## src/rtl/instruction_fetch.sv

```systemverilog
// instruction_fetch
//   Fetch stage between the program counter and decode. Issues one
//   single-beat read per instruction and hands the word to decode over
//   valid/ready. It also pulses the PC count enable once per accepted
//   fetch and discards in-flight reads on a flush. Misaligned PCs and
//   reads that time out latch a sticky fault, which only reset clears.
//
//   Parameter
//     FETCH_TIMEOUT   max wait cycles for busReady per request (0 = no timeout)
//   Ports
//     clk, reset      system clock, synchronous active-high reset
//     pcValue         current program counter
//     pcCountEnable   one-cycle pulse: PC advances by 4 at this edge
//     flush           control-flow change, PC rewritten this cycle
//     busAddress      read address (0 while no request)
//     busReadRequest  read request, held until busReady
//     busReady        read completes this cycle, busData valid
//     busData         read data
//     instrValid      instrData/instrPC valid towards decode
//     instrReady      decode accepts when instrValid && instrReady
//     instrData       fetched instruction word
//     instrPC         address the instruction came from
//     fetchFault      sticky fault flag
//
//   state | meaning
//   FETCH | request at pcValue, waiting for busReady
//   HOLD  | instruction presented to decode, waiting for transfer
//   DRAIN | flushed read still outstanding at old address, result dropped
//   FAULT | misaligned PC or bus timeout, parked until reset
module instruction_fetch #(
  parameter int unsigned FETCH_TIMEOUT = 255
) (
  input  logic        clk,
  input  logic        reset,
  input  logic [31:0] pcValue,
  output logic        pcCountEnable,
  input  logic        flush,
  output logic [31:0] busAddress,
  output logic        busReadRequest,
  input  logic        busReady,
  input  logic [31:0] busData,
  output logic        instrValid,
  input  logic        instrReady,
  output logic [31:0] instrData,
  output logic [31:0] instrPC,
  output logic        fetchFault
);

  localparam logic [15:0] TIMEOUT = 16'(FETCH_TIMEOUT);

  typedef enum logic [1:0] {FETCH, HOLD, DRAIN, FAULT} state_t;

  state_t      state, state_nxt;
  logic [15:0] wait_cnt, wait_cnt_nxt;
  logic [31:0] fetch_addr;
  logic        load_instr;
  logic        clear_valid;
  logic        timeout;

  // Timeout only fires when busReady is low; a late completion in the
  // timeout cycle still wins.
  assign timeout = (TIMEOUT != 16'd0) && (wait_cnt == TIMEOUT) && !busReady;

  always_comb begin
    state_nxt      = state;
    wait_cnt_nxt   = wait_cnt;
    busReadRequest = 1'b0;
    busAddress     = 32'd0;
    pcCountEnable  = 1'b0;
    load_instr     = 1'b0;
    clear_valid    = 1'b0;

    case (state)
      FETCH: begin
        if (pcValue[1:0] != 2'b00) begin
          state_nxt = FAULT;
        end else begin
          busReadRequest = 1'b1;
          busAddress     = pcValue;
          if (busReady) begin
            wait_cnt_nxt = 16'd0;
            // A flush in the completion cycle drops the data and leaves
            // the PC to the redirect.
            if (!flush) begin
              pcCountEnable = 1'b1;
              load_instr    = 1'b1;
              state_nxt     = HOLD;
            end
          end else if (flush) begin
            wait_cnt_nxt = 16'd0;
            state_nxt    = DRAIN;
          end else if (timeout) begin
            state_nxt = FAULT;
          end else begin
            wait_cnt_nxt = wait_cnt + 16'd1;
          end
        end
      end

      HOLD: begin
        if (flush || instrReady) begin
          clear_valid  = 1'b1;
          wait_cnt_nxt = 16'd0;
          state_nxt    = FETCH;
        end
      end

      DRAIN: begin
        // Keep the original address: the bus must see a stable request.
        busReadRequest = 1'b1;
        busAddress     = fetch_addr;
        if (busReady) begin
          wait_cnt_nxt = 16'd0;
          state_nxt    = FETCH;
        end else if (timeout) begin
          state_nxt = FAULT;
        end else begin
          wait_cnt_nxt = wait_cnt + 16'd1;
        end
      end

      FAULT: begin
      end

      default: begin
        state_nxt = FAULT;
      end
    endcase

    if (reset) begin
      busReadRequest = 1'b0;
      busAddress     = 32'd0;
      pcCountEnable  = 1'b0;
    end
  end

  always_ff @(posedge clk) begin
    if (reset) begin
      state      <= FETCH;
      wait_cnt   <= 16'd0;
      fetch_addr <= 32'd0;
      instrValid <= 1'b0;
      instrData  <= 32'd0;
      instrPC    <= 32'd0;
    end else begin
      state    <= state_nxt;
      wait_cnt <= wait_cnt_nxt;
      if (state == FETCH) begin
        fetch_addr <= pcValue;
      end
      if (load_instr) begin
        instrValid <= 1'b1;
        instrData  <= busData;
        instrPC    <= pcValue;
      end else if (clear_valid) begin
        instrValid <= 1'b0;
      end
    end
  end

  assign fetchFault = (state == FAULT);

endmodule

```

## config.mk

```make
export PLATFORM = sky130hd
export DESIGN_NAME = instruction_fetch
export DESIGN_NICKNAME = d
export VERILOG_FILES = /design/src/rtl/instruction_fetch.sv
export SDC_FILE = /design/constraint.sdc
export NUM_CORES = 1
export LEC_CHECK = 0
export CAP_MARGIN = 20
export CORE_ASPECT_RATIO = 1.4
export CORE_UTILIZATION = 30
export DETAILED_ROUTE_END_ITERATION = 8
export GPL_ROUTABILITY_DRIVEN = 0
export GPL_TIMING_DRIVEN = 0
export PLACE_DENSITY = 0.62
export SLEW_MARGIN = 10
export SYNTH_ARGS = -nofsm -noshare
export SYNTH_HDL_FRONTEND = slang
export SYNTH_SLANG_ARGS = --single-unit
```

## constraint.sdc

```tcl
create_clock -name clk -period 2.4 [get_ports clk]
set_input_delay 0.24 -clock clk [delete_from_list [all_inputs] [get_ports clk]]
set_output_delay 0.24 -clock clk [all_outputs]
set_load 0.1 [all_outputs]
```

==> flow_summary.yaml, run 1 <==
worst_setup_path:
  r2r-start: "state[1]"
  critPathBufInv: 5
  crit_type: "reg2out"
  worstRegToRegCells: 9
  endpoint_kind: "output port"
  cpMostUsedCell: "buf_6"
  required_ns: 2.16
  cp_top_family: "buffers and inverters"
  reg2reg_slack_ns: 0.26
  critPathSlowestCell: "dfxtp_4"
  crit_path_end: "busAddress[8]"
  cp_slowest_stage_delay_ns: 0.36
  cp_max_fo: 8
  worstPathArrival_ns: 2.08
  cp_cell_sequence: "inv_2, ha_4, buf_6, nor3b_4, buf_6, buf_8, a22oi_1, nor2_2, buf_4"
  r2r_end: "state[0]"
  crit_cells: 9
  critPathLaunch: "state[1]"
  start_kind: "flop"
synthesis:
  yosysTopAreaCellShare_pct: 47.5
  avgSynthCellArea_um2: 8.28
  async_flop_share_pct: 0
  synth_edf_count: 0
  synth_common_cells: "133 x nand2_1, 115 x dfxtp_1, 80 x nor2_1"
  yosys.cell_types.count: 47
  synth_area_leaders: "dfxtp_1 48%, nand2_1 10%, a21oi_1 7.0%"
  synth.most_common_cell: "nand2_1"
  synthFlopType: "dfxtp_1"
  synth-seq-cells: 115
  synth_warnings: 0
  syn-cell-area_um2: 4840
  synthCells: 585
  synth_top_area_cell: "dfxtp_1"
  synth_nets: 659
  synth-seq-area-share_pct: 47.5
detailed_routing:
  vias: 4782
  viasPerCell: 4.85
  dr.first_iter.drc_count: 183
  drc: 0
  antenna_left: 0
  wl_per_cell_um: 15.6
  wirelength_um: 15400
  dr.pass1.iters: 5
place:
  hpwl_um: 11400
  io_buffers: 166
  pre_cts_ws_ns: -0.978
sta:
  fmaxAchievable_mhz: 431
  fin_tns_setup_ns: 0
  final_max_slew_viol_count: 0
  finClkSkew_ns: 0.0109
  relSlewSlack_pct: 30.6
  period_needed_ns: 2.32
  period_share_pct: 96.8
  setup_viol: 0
  layout_setup_ws_ns: 0.0780
  hold_viol_final: 0
  tightest_slew_ns: 1.04
layout:
  nNetsFinal: 851
  n_fill_cell: 1506
  area_growth_pct: 60.2
  antennaDiodeCount: 0
  utilization_pct: 49.5
  drive_above_1_share_pct: 18.4
clock_network:
  cts_root_buf: "clkbuf_16"
  hold_buffers: 0
  clk_pin_slew_worst_paths_ns: 0.06
  cts_sinks: 115
  clock_latency_ns: 0.41
  cts_buffers: 17
  cts_tree: "done"
  cts_buffer_depth: 2
  cts_max_level: 4
floorplanning:
  coreArea_um2: 15700
  die_area_um2: 16700
  start_util_pct: 30.9
  rows: 54
  die_y_um: 152
  die_w_um: 109
  ioPinCount: 169
grt:
  antenna_found_initial: 0
  grt_max_degree: 20
  grt_pass1_wl_um: 23900
  grt_pass1_vias: 4687
  track_usage_pct: 18.7
  overflow: 0
power_and_ir_drop:
  power_frac_seq_pct: 29.0
  leakagePower_uw: 0.00286
  power_frac_comb_pct: 36.6
  p_switching_uw: 2850
  p_per_area_nw_per_um2: 992
  swShare_pct: 37.1
  p_clk_share_pct: 34.4
  vdd_ir_drop_max_v: 0.000424
  internal_power_uw: 4840
  power_uw: 7690
status:
  status: "completed"
job:
  max-cap-violations: 0
min_path:
  min_path_type: "in2reg"
## state kept, by name, indices dropped and copies added, names as in the netlist
signal	flops
fetch_addr	32
instrData	32
instrPC	32
instrValid	1
state	2
wait_cnt	16
## power groups by stage
stage / clock network [uW] / registers (uW) / logic, uW
2_1_floorplan: 0 / 2470 / 1700
3_3_place_gp: 0 / 2240 / 2550
3_5_place_dp: 0 / 2250 / 2580
4_1_cts: 2700 / 2220 / 2700
5_1_grt: 2800 / 2250 / 2980
6_report: 2650 / 2230 / 2820
## cell families after synthesis
kind of cell | after synthesis | synth area share, %
buffers and inverters | 47 | 4.39
AO/OA/AOI/OAI | 123 | 15.3
AND/OR/NAND/NOR | 253 | 23.0
adder cells (fa/ha/maj) | 5 | 1.29
XOR/XNOR | 10 | 1.81
flip-flops | 115 | 47.5
multiplexers | 32 | 6.62
## layout make-up
cell class              count  area (um^2)  area share (%)
well taps                 196          245            3.16
flip-flops and latches    115         2310            29.8
repair buffers            174         1880            24.2
clock inverters            13          185            2.39
multi-input cells         423         2440            31.5
clock buffers              19          433            5.58
plain buffers              41          241            3.11
inverters                   5         18.8           0.242
## repair_timing
action / 4_1_cts / 5_1_grt
endpoints found under the setup margin: 35 / 42
resized for setup: 270 / 23
setup buffers: 3 / 3
pin swaps: 1 / 3
cloned: 0 / 2
## how the worst min path moves through the flow
stage | startpoint | cells after the start | end
6_report | busReady | 3 | wait_cnt[7]
5_1_grt | busReady | 3 | wait_cnt[7]
3_3_place_gp | instrData[28] | 2 | instrData[28]
3_5_place_dp | instrPC[9] | 2 | instrPC[9]
4_1_cts | busReady | 3 | wait_cnt[7]
2_1_floorplan | pcValue[3] | 2 | instrPC[3]
## per-layer routing
layer	track usage (%)	routed length, um	up-vias
met5	0	0	-
met2	32.9	8250	109
met1	21.0	6130	2264
met4	8.38	370	0
li1	-	-	2378
met3	4.15	648	31
## per-stage QoR
stage          instance area (um^2)  hold slack [ns]  std cells
3_5_place_dp                   6830            0.445        947
2_1_floorplan                  4920            0.376        585
3_3_place_gp                   6830            0.444        947
5_1_grt                        7750            0.318        986
4_1_cts                        7610            0.274        981
6_report                       7750            0.296        986
## cells in the final DEF (no fill, tap or decap), types with 4 or more instances in the layout
cell type,instances
a21oi_1,68
o21ai_0,7
clkbuf_16,19
xor2_1,9
buf_4,14
ha_1,4
buf_12,8
nand3_1,5
nand2_1,133
nor2_2,32
buf_2,8
clkdlybuf4s50_1,131
buf_6,17
clkbuf_1,19
mux2i_1,32
nand4_1,5
nor2_1,48
a22oi_2,5
nor3_1,4
clkbuf_2,5
dfxtp_1,113
a22oi_1,26
bufinv_16,4
clkinv_4,4
buf_8,10
## worst reg2reg max path, stage by stage, from the launching register on
cell      delay (ns)
dfxtp_4         0.37
inv_2           0.05
ha_4            0.15
buf_6           0.13
nor3b_4         0.15
buf_4           0.15
buf_4           0.13
a311oi_1        0.45
o21ai_0         0.16
a221oi_1        0.31
(Power assumes the default switching activity.)
==> run 2: changes to the inputs <==
Settings changed: SLEW_MARGIN 10 to unset.
Clock period 2.4 ns to 2.6 ns, I/O delays scaled along.
==> run 2 against run 1 <==
Compared with the run above:
- worst hold slack improved by 0.020 ns
- sequential power decreased by 8%
- via count decreased by 1.3%
- critical path depth decreased by 1
- setup slack got worse by 0.028 ns
- clock skew decreased by 0.0042 ns
- total power decreased by 11%
- sequential share of layout area increased by 0.99 points
- non-clock buffer count decreased by 7
- flip-flop and latch count unchanged
- global-route usage increased by 0.072 points
- register-to-register slack improved by 0.11 ns
- critical path type unchanged
- critical endpoint is now busAddress[9]
- highest routed layer unchanged
==> flow_summary.yaml, run 2 (synthesized netlist as in run 1, its figures left out) <==
detailed_routing:
  wl_met2_um: 8100
  dr.first_iter.drc_count: 195
  top_layer: "met4"
  dr.pass1.iters: 5
  wl_met3_um: 677
  wirelength_um: 15200
  wl_per_cell_um: 15.5
  wl_met1_um: 6130
  antenna_left: 0
  drc: 0
  vias: 4718
  viasPerCell: 4.82
clock_network:
  clock_latency_ns: 0.41
  cts_root_buf: "clkbuf_16"
  cts_sinks: 115
  cts_buffer_depth: 2
  cts_max_level: 4
  hold_buffers: 0
  clk_pin_slew_worst_paths_ns: 0.05
  cts_setup_buffers: 0
  cts_tree: "done"
  cts_buffers: 17
power_and_ir_drop:
  p_per_area_nw_per_um2: 911
  p_clk_share_pct: 34.4
  power_frac_comb_pct: 35.6
  vdd_ir_drop_max_v: 0.000435
  internal_power_uw: 4270
  p_switching_uw: 2550
  leakagePower_uw: 0.00277
  power_frac_seq_pct: 30.0
  swShare_pct: 37.4
floorplanning:
  start_util_pct: 30.9
  die_w_um: 109
  die_y_um: 152
  ioPinCount: 169
  rows: 54
  die_area_um2: 16700
  coreArea_um2: 15700
place:
  placed_area_um2: 6830
  hpwl_um: 11300
  io_buffers: 166
  pre_cts_ws_ns: -0.824
worst_setup_path:
  worstPathArrival_ns: 2.29
  cp_max_fo: 10
  start_kind: "flop"
  worstRegToRegCells: 9
  endpoint_kind: "output port"
  required_ns: 2.34
  reg2reg_slack_ns: 0.37
  crit_type: "reg2out"
  r2r-start: "state[1]"
  r2r_end: "instrData[26]"
layout:
  seq_area_um2: 2300
  drive_above_1_share_pct: 16.2
  nNetsFinal: 844
  n_fill_cell: 1538
  layout_commonest_cell: "nand2_1"
  most-common-layout-cells: "133 x nand2_1, 131 x clkdlybuf4s50_1, 115 x dfxtp_1"
  antennaDiodeCount: 0
  multi_input_area_um2: 2410
  fin_area_um2: 7490
  reg_top3: "fetch_addr (32), instrData (32), instrPC (32)"
  area_growth_pct: 54.7
job:
  max-cap-violations: 0
sta:
  tightest_slew_ns: 1.02
  finClkSkew_ns: 0.00666
  rsz0062_at_grt: "true"
  hold_ws_ns: 0.316
  relSlewSlack_pct: 32.0
  period_share_pct: 98.1
  hold_viol_final: 0
  setup_viol: 0
  final_max_slew_viol_count: 0
  period_needed_ns: 2.55
  fmaxAchievable_mhz: 392
  layout_setup_ws_ns: 0.0501
grt:
  overflow: 0
  grt_max_degree: 20
  track_usage_pct: 18.8
  grt_pass1_vias: 4662
  antenna_found_initial: 0
  grt_pass1_wl_um: 24100
status:
  status: "completed"
min_path:
  holdPathStages: 3
  min_path_type: "in2reg"
  min_from: "busReady"
  holdPathEnd: "wait_cnt[7]"
## run 2: worst max path at each step
stage | startpoint | endpoint | slack [ns] | cells after the start
2_1_floorplan | state[0] | busAddress[31] | -0.02 | 6
3_3_place_gp | pcValue[0] | pcCountEnable | -0.84 | 7
3_5_place_dp | pcValue[0] | pcCountEnable | -0.82 | 7
4_1_cts | state[1] | busAddress[23] | 0.03 | 8
5_1_grt | state[1] | busAddress[18] | -0.06 | 8
6_report | state[1] | busAddress[9] | 0.05 | 8
## run 2: power by group through the flow
| stage | combinational, uW | clock (uW) | sequential, uW |
|---|---|---|---|
| floorplan | 1570 | 0 | 2280 |
| global placement | 2340 | 0 | 2070 |
| detailed placement | 2370 | 0 | 2080 |
| CTS | 2370 | 2380 | 2040 |
| global route | 2590 | 2480 | 2070 |
| finish | 2430 | 2340 | 2050 |
## run 2: layout make-up
cell class / count / area share [%]
Multi-Input combinational cell: 423 / 32.2
Sequential cell: 115 / 30.7
Timing Repair Buffer: 167 / 22.7
Clock buffer: 21 / 6.15
Inverter: 5 / 0.251
Buffer: 41 / 2.94
Tap cell: 196 / 3.27
Clock inverter: 10 / 1.77
## run 2: what timing repair did
item | in CTS | in global routing
setup endpoints to repair | 35 | 34
gates cloned | 0 | 1
resized for setup | 213 | 45
pin swaps | 0 | 1
hold endpoints to repair | 0 | 0
## run 2: critical path: stages (launching register included)
cell	delay, ns
dfxtp_1	0.36
inv_2	0.08
ha_2	0.17
buf_6	0.13
nor3b_4	0.42
buf_4	0.26
a22oi_1	0.09
nor2_2	0.12
buf_6	0.24
## run 2: per-layer routing
layer  vias up  track usage (%)
met3        23             4.23
met1      2214             21.4
met5         -                0
met4         0             8.38
li1       2353                -
met2       128             32.7
## run 2: per-stage QoR
step	total power, uW	utilization (%)	TNS (ns)	std cells
CTS	6790	46.9	0	977
global route	7140	47.8	-0.578	978
floorplan	3860	-	-0.0250	585
global placement	4410	43.6	-23.38	947
detailed placement	4450	43.6	-23.44	947
finish	6820	47.8	0	978
==> run 3: changes to the inputs <==
Settings changed: CAP_MARGIN 20 to 10.
==> results of run 3 <==
Same layout as run 2: the final DEF is identical, and so are final timing and power.
